--- config.mk ---
export PLATFORM = sky130hd
export DESIGN_NAME = stage_mem_lsu
export DESIGN_NICKNAME = d
export VERILOG_FILES = /design/src/rtl/stage_mem_lsu.sv
export SDC_FILE = /design/constraint.sdc
export NUM_CORES = 1
export LEC_CHECK = 0
export CORE_MARGIN = 2
export CORE_UTILIZATION = 39
export DETAILED_ROUTE_END_ITERATION = 10
export GPL_ROUTABILITY_DRIVEN = 0
export PLACE_DENSITY_LB_ADDON = 0.3
export SYNTH_ARGS = -nofsm -noshare
export SYNTH_HDL_FRONTEND = slang
export SYNTH_SLANG_ARGS = --single-unit
--- constraint.sdc ---
create_clock -name clk -period 1.6 [get_ports clk]
set_input_delay 0.32 -clock clk [delete_from_list [all_inputs] [get_ports clk]]
set_output_delay 0.32 -clock clk [all_outputs]
set_load 0.005 [all_outputs]
--- src/rtl/stage_mem_lsu.sv ---
// Memory-stage load/store unit: drives a req/gnt/rvalid data-memory bus and aligns/extends load data.
// Optional watchdog enabled by defining LSU_TIMEOUT_EN.
`ifndef REG_WIDTH
`define REG_WIDTH 32
`endif

module stage_mem_lsu #(
    parameter int REG_WIDTH      = `REG_WIDTH,
    parameter int ADDR_WIDTH     = 32,
    parameter int TIMEOUT_CYCLES = 255
) (
    input  logic                  clk,
    input  logic                  reset_n,
    input  logic                  EX_MEM_mem_read,
    input  logic                  EX_MEM_mem_write,
    input  logic [2:0]            EX_MEM_funct3,
    input  logic [REG_WIDTH-1:0]  EX_MEM_alu_out,
    input  logic [REG_WIDTH-1:0]  EX_MEM_rs2_data,
    output logic                  dmem_req,
    output logic                  dmem_we,
    output logic [ADDR_WIDTH-1:0] dmem_addr,
    output logic [31:0]           dmem_wdata,
    output logic [3:0]            dmem_be,
    input  logic                  dmem_gnt,
    input  logic                  dmem_rvalid,
    input  logic [31:0]           dmem_rdata,
    output logic                  lsu_stall,
    output logic [REG_WIDTH-1:0]  MEM_data_out,
    output logic                  MEM_data_valid,
    output logic                  misalign_exc,
    output logic                  bus_err
);

    typedef enum logic [1:0] {
        ST_IDLE = 2'd0,
        ST_REQ  = 2'd1,
        ST_WAIT = 2'd2,
        ST_DONE = 2'd3
    } state_e;

    localparam logic [2:0] F3_B  = 3'b000;
    localparam logic [2:0] F3_H  = 3'b001;
    localparam logic [2:0] F3_BU = 3'b100;
    localparam logic [2:0] F3_HU = 3'b101;

    function automatic logic is_misaligned(input logic [2:0] f3, input logic [1:0] lo);
        case (f3)
            F3_B, F3_BU: is_misaligned = 1'b0;
            F3_H, F3_HU: is_misaligned = lo[0];
            default:     is_misaligned = (lo != 2'b00);
        endcase
    endfunction

    function automatic logic [3:0] store_be(input logic [2:0] f3, input logic [1:0] lo);
        case (f3)
            F3_B, F3_BU: store_be = 4'b0001 << lo;
            F3_H, F3_HU: store_be = lo[1] ? 4'b1100 : 4'b0011;
            default:     store_be = 4'b1111;
        endcase
    endfunction

    function automatic logic [31:0] store_wdata(input logic [2:0] f3, input logic [31:0] rs2);
        case (f3)
            F3_B, F3_BU: store_wdata = {4{rs2[7:0]}};
            F3_H, F3_HU: store_wdata = {2{rs2[15:0]}};
            default:     store_wdata = rs2;
        endcase
    endfunction

    // Bring the addressed byte/half down to bit 0, then sign- or zero-extend.
    function automatic logic [31:0] load_extend(input logic [2:0] f3, input logic [1:0] lo,
                                                input logic [31:0] rdata);
        logic [31:0] sh;
        sh = rdata >> {lo, 3'b000};
        case (f3)
            F3_B:    load_extend = {{24{sh[7]}}, sh[7:0]};
            F3_H:    load_extend = {{16{sh[15]}}, sh[15:0]};
            F3_BU:   load_extend = {24'h000000, sh[7:0]};
            F3_HU:   load_extend = {16'h0000, sh[15:0]};
            default: load_extend = sh;
        endcase
    endfunction

    state_e                state_q, state_d;
    logic                  req_q, req_d;
    logic                  we_q, we_d;
    logic [ADDR_WIDTH-1:0] addr_q, addr_d;
    logic [31:0]           wdata_q, wdata_d;
    logic [3:0]            be_q, be_d;
    logic [2:0]            f3_q, f3_d;
    logic [1:0]            lo_q, lo_d;
    logic [REG_WIDTH-1:0]  data_out_q, data_out_d;
    logic                  valid_q, valid_d;
    logic                  misalign_q, misalign_d;
    logic                  access_s;

`ifdef LSU_TIMEOUT_EN
    localparam int TO_W = ($clog2(TIMEOUT_CYCLES + 1) > 8) ? $clog2(TIMEOUT_CYCLES + 1) : 8;
    logic [TO_W-1:0] to_cnt_q, to_cnt_d;
    logic [TO_W-1:0] to_cnt_inc_s;
    logic            to_expired_s;
    logic            bus_err_q, bus_err_d;

    assign to_cnt_inc_s = to_cnt_q + {{(TO_W-1){1'b0}}, 1'b1};
    assign to_expired_s = (to_cnt_inc_s == TIMEOUT_CYCLES[TO_W-1:0]);
    assign bus_err      = bus_err_q;
`else
    // Without the watchdog the limit has no effect; bus_err stays low.
    localparam logic TO_NEVER = (TIMEOUT_CYCLES < 0);
    assign bus_err = TO_NEVER;
`endif

    assign access_s = EX_MEM_mem_read | EX_MEM_mem_write;

    // Next-state and next-output logic of the access sequencer.
    always_comb begin
        state_d    = state_q;
        req_d      = req_q;
        we_d       = we_q;
        addr_d     = addr_q;
        wdata_d    = wdata_q;
        be_d       = be_q;
        f3_d       = f3_q;
        lo_d       = lo_q;
        data_out_d = data_out_q;
        valid_d    = 1'b0;
        misalign_d = 1'b0;
`ifdef LSU_TIMEOUT_EN
        to_cnt_d   = to_cnt_q;
        bus_err_d  = 1'b0;
`endif
        case (state_q)
            ST_IDLE: begin
                if (access_s) begin
                    if (is_misaligned(EX_MEM_funct3, EX_MEM_alu_out[1:0])) begin
                        state_d    = ST_DONE;
                        misalign_d = 1'b1;
                    end else begin
                        state_d = ST_REQ;
                        req_d   = 1'b1;
                        we_d    = EX_MEM_mem_write;
                        addr_d  = {EX_MEM_alu_out[ADDR_WIDTH-1:2], 2'b00};
                        wdata_d = store_wdata(EX_MEM_funct3, EX_MEM_rs2_data[31:0]);
                        be_d    = EX_MEM_mem_write ? store_be(EX_MEM_funct3, EX_MEM_alu_out[1:0])
                                                   : 4'b1111;
                        f3_d    = EX_MEM_funct3;
                        lo_d    = EX_MEM_alu_out[1:0];
`ifdef LSU_TIMEOUT_EN
                        to_cnt_d = {TO_W{1'b0}};
`endif
                    end
                end else begin
                    state_d = ST_IDLE;
                end
            end
            ST_REQ: begin
`ifdef LSU_TIMEOUT_EN
                to_cnt_d = to_cnt_inc_s;
`endif
                if (dmem_gnt) begin
                    req_d = 1'b0;
                    if (we_q) begin
                        state_d = ST_DONE;
                        valid_d = 1'b1;
                    end else if (dmem_rvalid) begin
                        state_d    = ST_DONE;
                        valid_d    = 1'b1;
                        data_out_d = load_extend(f3_q, lo_q, dmem_rdata);
                    end else begin
                        state_d = ST_WAIT;
                    end
                end
`ifdef LSU_TIMEOUT_EN
                else if (to_expired_s) begin
                    state_d    = ST_DONE;
                    req_d      = 1'b0;
                    bus_err_d  = 1'b1;
                    data_out_d = {REG_WIDTH{1'b0}};
                end
`endif
                else begin
                    state_d = ST_REQ;
                end
            end
            ST_WAIT: begin
`ifdef LSU_TIMEOUT_EN
                to_cnt_d = to_cnt_inc_s;
`endif
                if (dmem_rvalid) begin
                    state_d    = ST_DONE;
                    valid_d    = 1'b1;
                    data_out_d = load_extend(f3_q, lo_q, dmem_rdata);
                end
`ifdef LSU_TIMEOUT_EN
                else if (to_expired_s) begin
                    state_d    = ST_DONE;
                    bus_err_d  = 1'b1;
                    data_out_d = {REG_WIDTH{1'b0}};
                end
`endif
                else begin
                    state_d = ST_WAIT;
                end
            end
            ST_DONE: begin
                state_d = ST_IDLE;
            end
            default: begin
                state_d = ST_IDLE;
                req_d   = 1'b0;
            end
        endcase
    end

    // State and registered-output update with synchronous active-low reset.
    always_ff @(posedge clk) begin
        if (!reset_n) begin
            state_q    <= ST_IDLE;
            req_q      <= 1'b0;
            we_q       <= 1'b0;
            addr_q     <= {ADDR_WIDTH{1'b0}};
            wdata_q    <= 32'h0000_0000;
            be_q       <= 4'b0000;
            f3_q       <= 3'b000;
            lo_q       <= 2'b00;
            data_out_q <= {REG_WIDTH{1'b0}};
            valid_q    <= 1'b0;
            misalign_q <= 1'b0;
        end else begin
            state_q    <= state_d;
            req_q      <= req_d;
            we_q       <= we_d;
            addr_q     <= addr_d;
            wdata_q    <= wdata_d;
            be_q       <= be_d;
            f3_q       <= f3_d;
            lo_q       <= lo_d;
            data_out_q <= data_out_d;
            valid_q    <= valid_d;
            misalign_q <= misalign_d;
        end
    end

`ifdef LSU_TIMEOUT_EN
    // Watchdog counter and bus-error pulse register.
    always_ff @(posedge clk) begin
        if (!reset_n) begin
            to_cnt_q  <= {TO_W{1'b0}};
            bus_err_q <= 1'b0;
        end else begin
            to_cnt_q  <= to_cnt_d;
            bus_err_q <= bus_err_d;
        end
    end
`endif

    // The pipeline advances at the end of DONE, so DONE never stalls.
    assign lsu_stall = ((state_q == ST_IDLE) & access_s) | (state_q == ST_REQ) | (state_q == ST_WAIT);

    assign dmem_req       = req_q;
    assign dmem_we        = we_q;
    assign dmem_addr      = addr_q;
    assign dmem_wdata     = wdata_q;
    assign dmem_be        = be_q;
    assign MEM_data_out   = data_out_q;
    assign MEM_data_valid = valid_q;
    assign misalign_exc   = misalign_q;

endmodule
==> flow_metrics.env <==
export IMPL_outcome="finished, violations left"
export IMPL_violations="negative setup slack"
export IMPL_wire_per_inst_um=18.4
export IMPL_pin_count=211
export IMPL_start_kind="flop"
export IMPL_r2r_setup_slack_ps=-200
export IMPL_tns_ps=-11030
export IMPL_wl_um=18500
export IMPL_synth_mux_area_frac=0.125
export IMPL_yosysTopAreaCell="dfxtp_1"
export IMPL_antenna_left=0
export IMPL_clock_sinks=109
export IMPL_p_leak_uw=0.00374
export IMPL_holdBufCountCts=0
export IMPL_yosys_area_top_type_share=0.433
export IMPL_arrival_ps=1510
export IMPL_reg2reg_depth=10
export IMPL_synth_flop_cell="dfxtp_1"
export IMPL_grt_pass1_vias=5128
export IMPL_design_power_total_uw=8270
export IMPL_antenna_found_initial=0
export IMPL_cts_tree="yes"
export IMPL_initial_core_util=0.399
export IMPL_crit_fanout=2
export IMPL_avgSynthCellArea_um2=8.65
export IMPL_die_width_um=118
export IMPL_fin_crit_ps=1830
export IMPL_grt_max_degree=52
export IMPL_startpoint="state_q[0]"
export IMPL_worstReg2RegStart="state_q[0]"
export IMPL_drc=0
export IMPL_min_to="MEM_data_out[8]"
export IMPL_io_buffers=207
export IMPL_synth_compound_area_frac=0.213
export IMPL_async_reset_ff_frac=0
export IMPL_synth_top_family_by_area="compound AO/OA/AOI/OAI gates"
export IMPL_num_vias=5211
export IMPL_cts_buffer_depth=2
export IMPL_cts_clk_slew_worst_paths_ps=70
export IMPL_required_ps=1280
export IMPL_layout_commonest_cell="clkdlybuf4s50_1"
export IMPL_drv_slew=0
export IMPL_drt_iter0_drc=350
export IMPL_grt_usage=0.242
export IMPL_design_area_um2=9000
export IMPL_hp_class="in -> reg"
export IMPL_hpwlAfterDp_um=11600
export IMPL_rows=41
export IMPL_cts_root_buffer="clkbuf_16"
export IMPL_synth_edf_count=0
export IMPL_core_um2=12600
export IMPL_final_nets=934
export IMPL_cts_buffers_inserted=9
export IMPL_synth_simple_gate_area_frac=0.166
export IMPL_grt_overflow=0
export IMPL_setup_ws_ps=-234
export IMPL_power_density_nw_per_um2=919
export IMPL_finish_utilization=0.713
export IMPL_timing_fmax_mhz=545
export IMPL_final_cell_mix="198 x clkdlybuf4s50_1, 101 x dfxtp_1, 98 x nand2_1"
export IMPL_finClkSkew_ps=3.11
export IMPL_drive_above_1_share=0.267
export IMPL_dp_slack_ps=-491
export IMPL_end_kind="primary output"
export IMPL_synth_seq_area_share=0.433
export IMPL_die_area_um2=13800
export IMPL_yosys_warnings=0
export IMPL_final_hold_violation_count=0
export IMPL_synthXorXnorAreaFrac=0.00174
export IMPL_synthCells=582
export IMPL_synth_area_top_cells="dfxtp_1 43%, nand2_1 11%, mux2i_1 11%"
export IMPL_maxCapViolCount=0
export IMPL_min_delay_start="reset_n"
export IMPL_htree_levels=3
export IMPL_whs_path_depth=3
export IMPL_synthToLayoutAreaGrowth_pct=78.8
export IMPL_placed_area_um2=7450
export IMPL_reg2reg_to="f3_q[0]"
export IMPL_period_share=1.15
export IMPL_rsz0062_at_grt="yes"
export IMPL_ir_worst_vdd_uv=556
export IMPL_synth_cell_area_um2=5030
export IMPL_synth_seq_cells=109
export IMPL_setup_violations=105
export IMPL_antenna_cells=0
export IMPL_clk_latency_ps=350
export IMPL_grt_pass1_wl_um=26800
export IMPL_die_y_um=118
export IMPL_drtPass1Iterations=4
export IMPL_synthAdderAreaFrac=0.00746
export IMPL_worstSetupPathType="reg -> out"
export IMPL_synth_cell_types=44
export IMPL_vias_per_cell=5.20
[registers in the layout (all words and copies together) (netlist names), 2 cells and up]
register,count
dmem_addr,30
dmem_be,4
dmem_wdata,32
lo_q,2
f3_q,3
MEM_data_out,32
state_q,2
[what timing repair did]
action	CTS	global route
pin swaps	4	54
resized for setup	73	208
gates cloned	10	10
endpoints found under the setup margin	106	112
setup buffers	6	16
[metrics by stage]
step / instances / hold WS [ps]
3_3_place_gp: 954 / 449
2_1_floorplan: 584 / 454
5_1_grt: 1003 / 349
3_5_place_dp: 954 / 456
4_1_cts: 985 / 337
6_report: 1003 / 341
[synth_stat cells (all sizes together) (6+ instances only)]
master  instances
nand2         149
a21boi         56
and2            7
mux2            7
buf            25
inv             6
clkbuf         22
o21ai          44
o211a          16
nor2           12
dfxtp         109
nor2b          12
mux2i          55
a21oi          26
[routing by layer]
metal,share of wire,track usage
met1,0.39,0.273
met2,0.52,0.435
met3,0.071,0.0688
met4,0.023,0.0828
met5,0,0
[power breakdown]
part | switching [µW] | total [µW] | internal [µW]
registers | 182 | 3170 | 2990
logic | 1190 | 2880 | 1690
clock network | 1010 | 2220 | 1220
total | 2380 | 8270 | 5890
[worst max-delay path, stage by stage, from the launching register on]
cell     delay (ps)
dfxtp_2         360
inv_2            60
ha_4            160
o21a_1          130
or3_1           310
buf_2           140
[how the worst max path moves through the flow]
stage / to / slack (ps) / cells after the start
floorplan: dmem_req / -8 / 7
global placement: lsu_stall / -470 / 4
detailed placement: lsu_stall / -490 / 4
CTS: lsu_stall / -200 / 5
global route: lsu_stall / -300 / 5
finish: lsu_stall / -230 / 5
[final cells by class]
| type | instances | area (µm²) |
|---|---|---|
| Multi-Input combinational cell | 422 | 3140 |
| Clock buffer | 12 | 236 |
| Fill cell | 938 | 3620 |
| Clock inverter | 4 | 48.8 |
| Timing Repair Buffer | 278 | 3140 |
| Inverter | 6 | 25.0 |
| Tap cell | 172 | 215 |
| Sequential cell | 109 | 2190 |
[kinds of logic after synthesis]
family / after synthesis
XOR/XNOR: 1
buffers and inverters: 53
multiplexers: 62
other: 1
flip-flops: 109
AO/OA/AOI/OAI: 158
adder cells (fa/ha/maj): 3
AND/OR/NAND/NOR: 195
No activity file was read; power rests on OpenSTA's default activity.
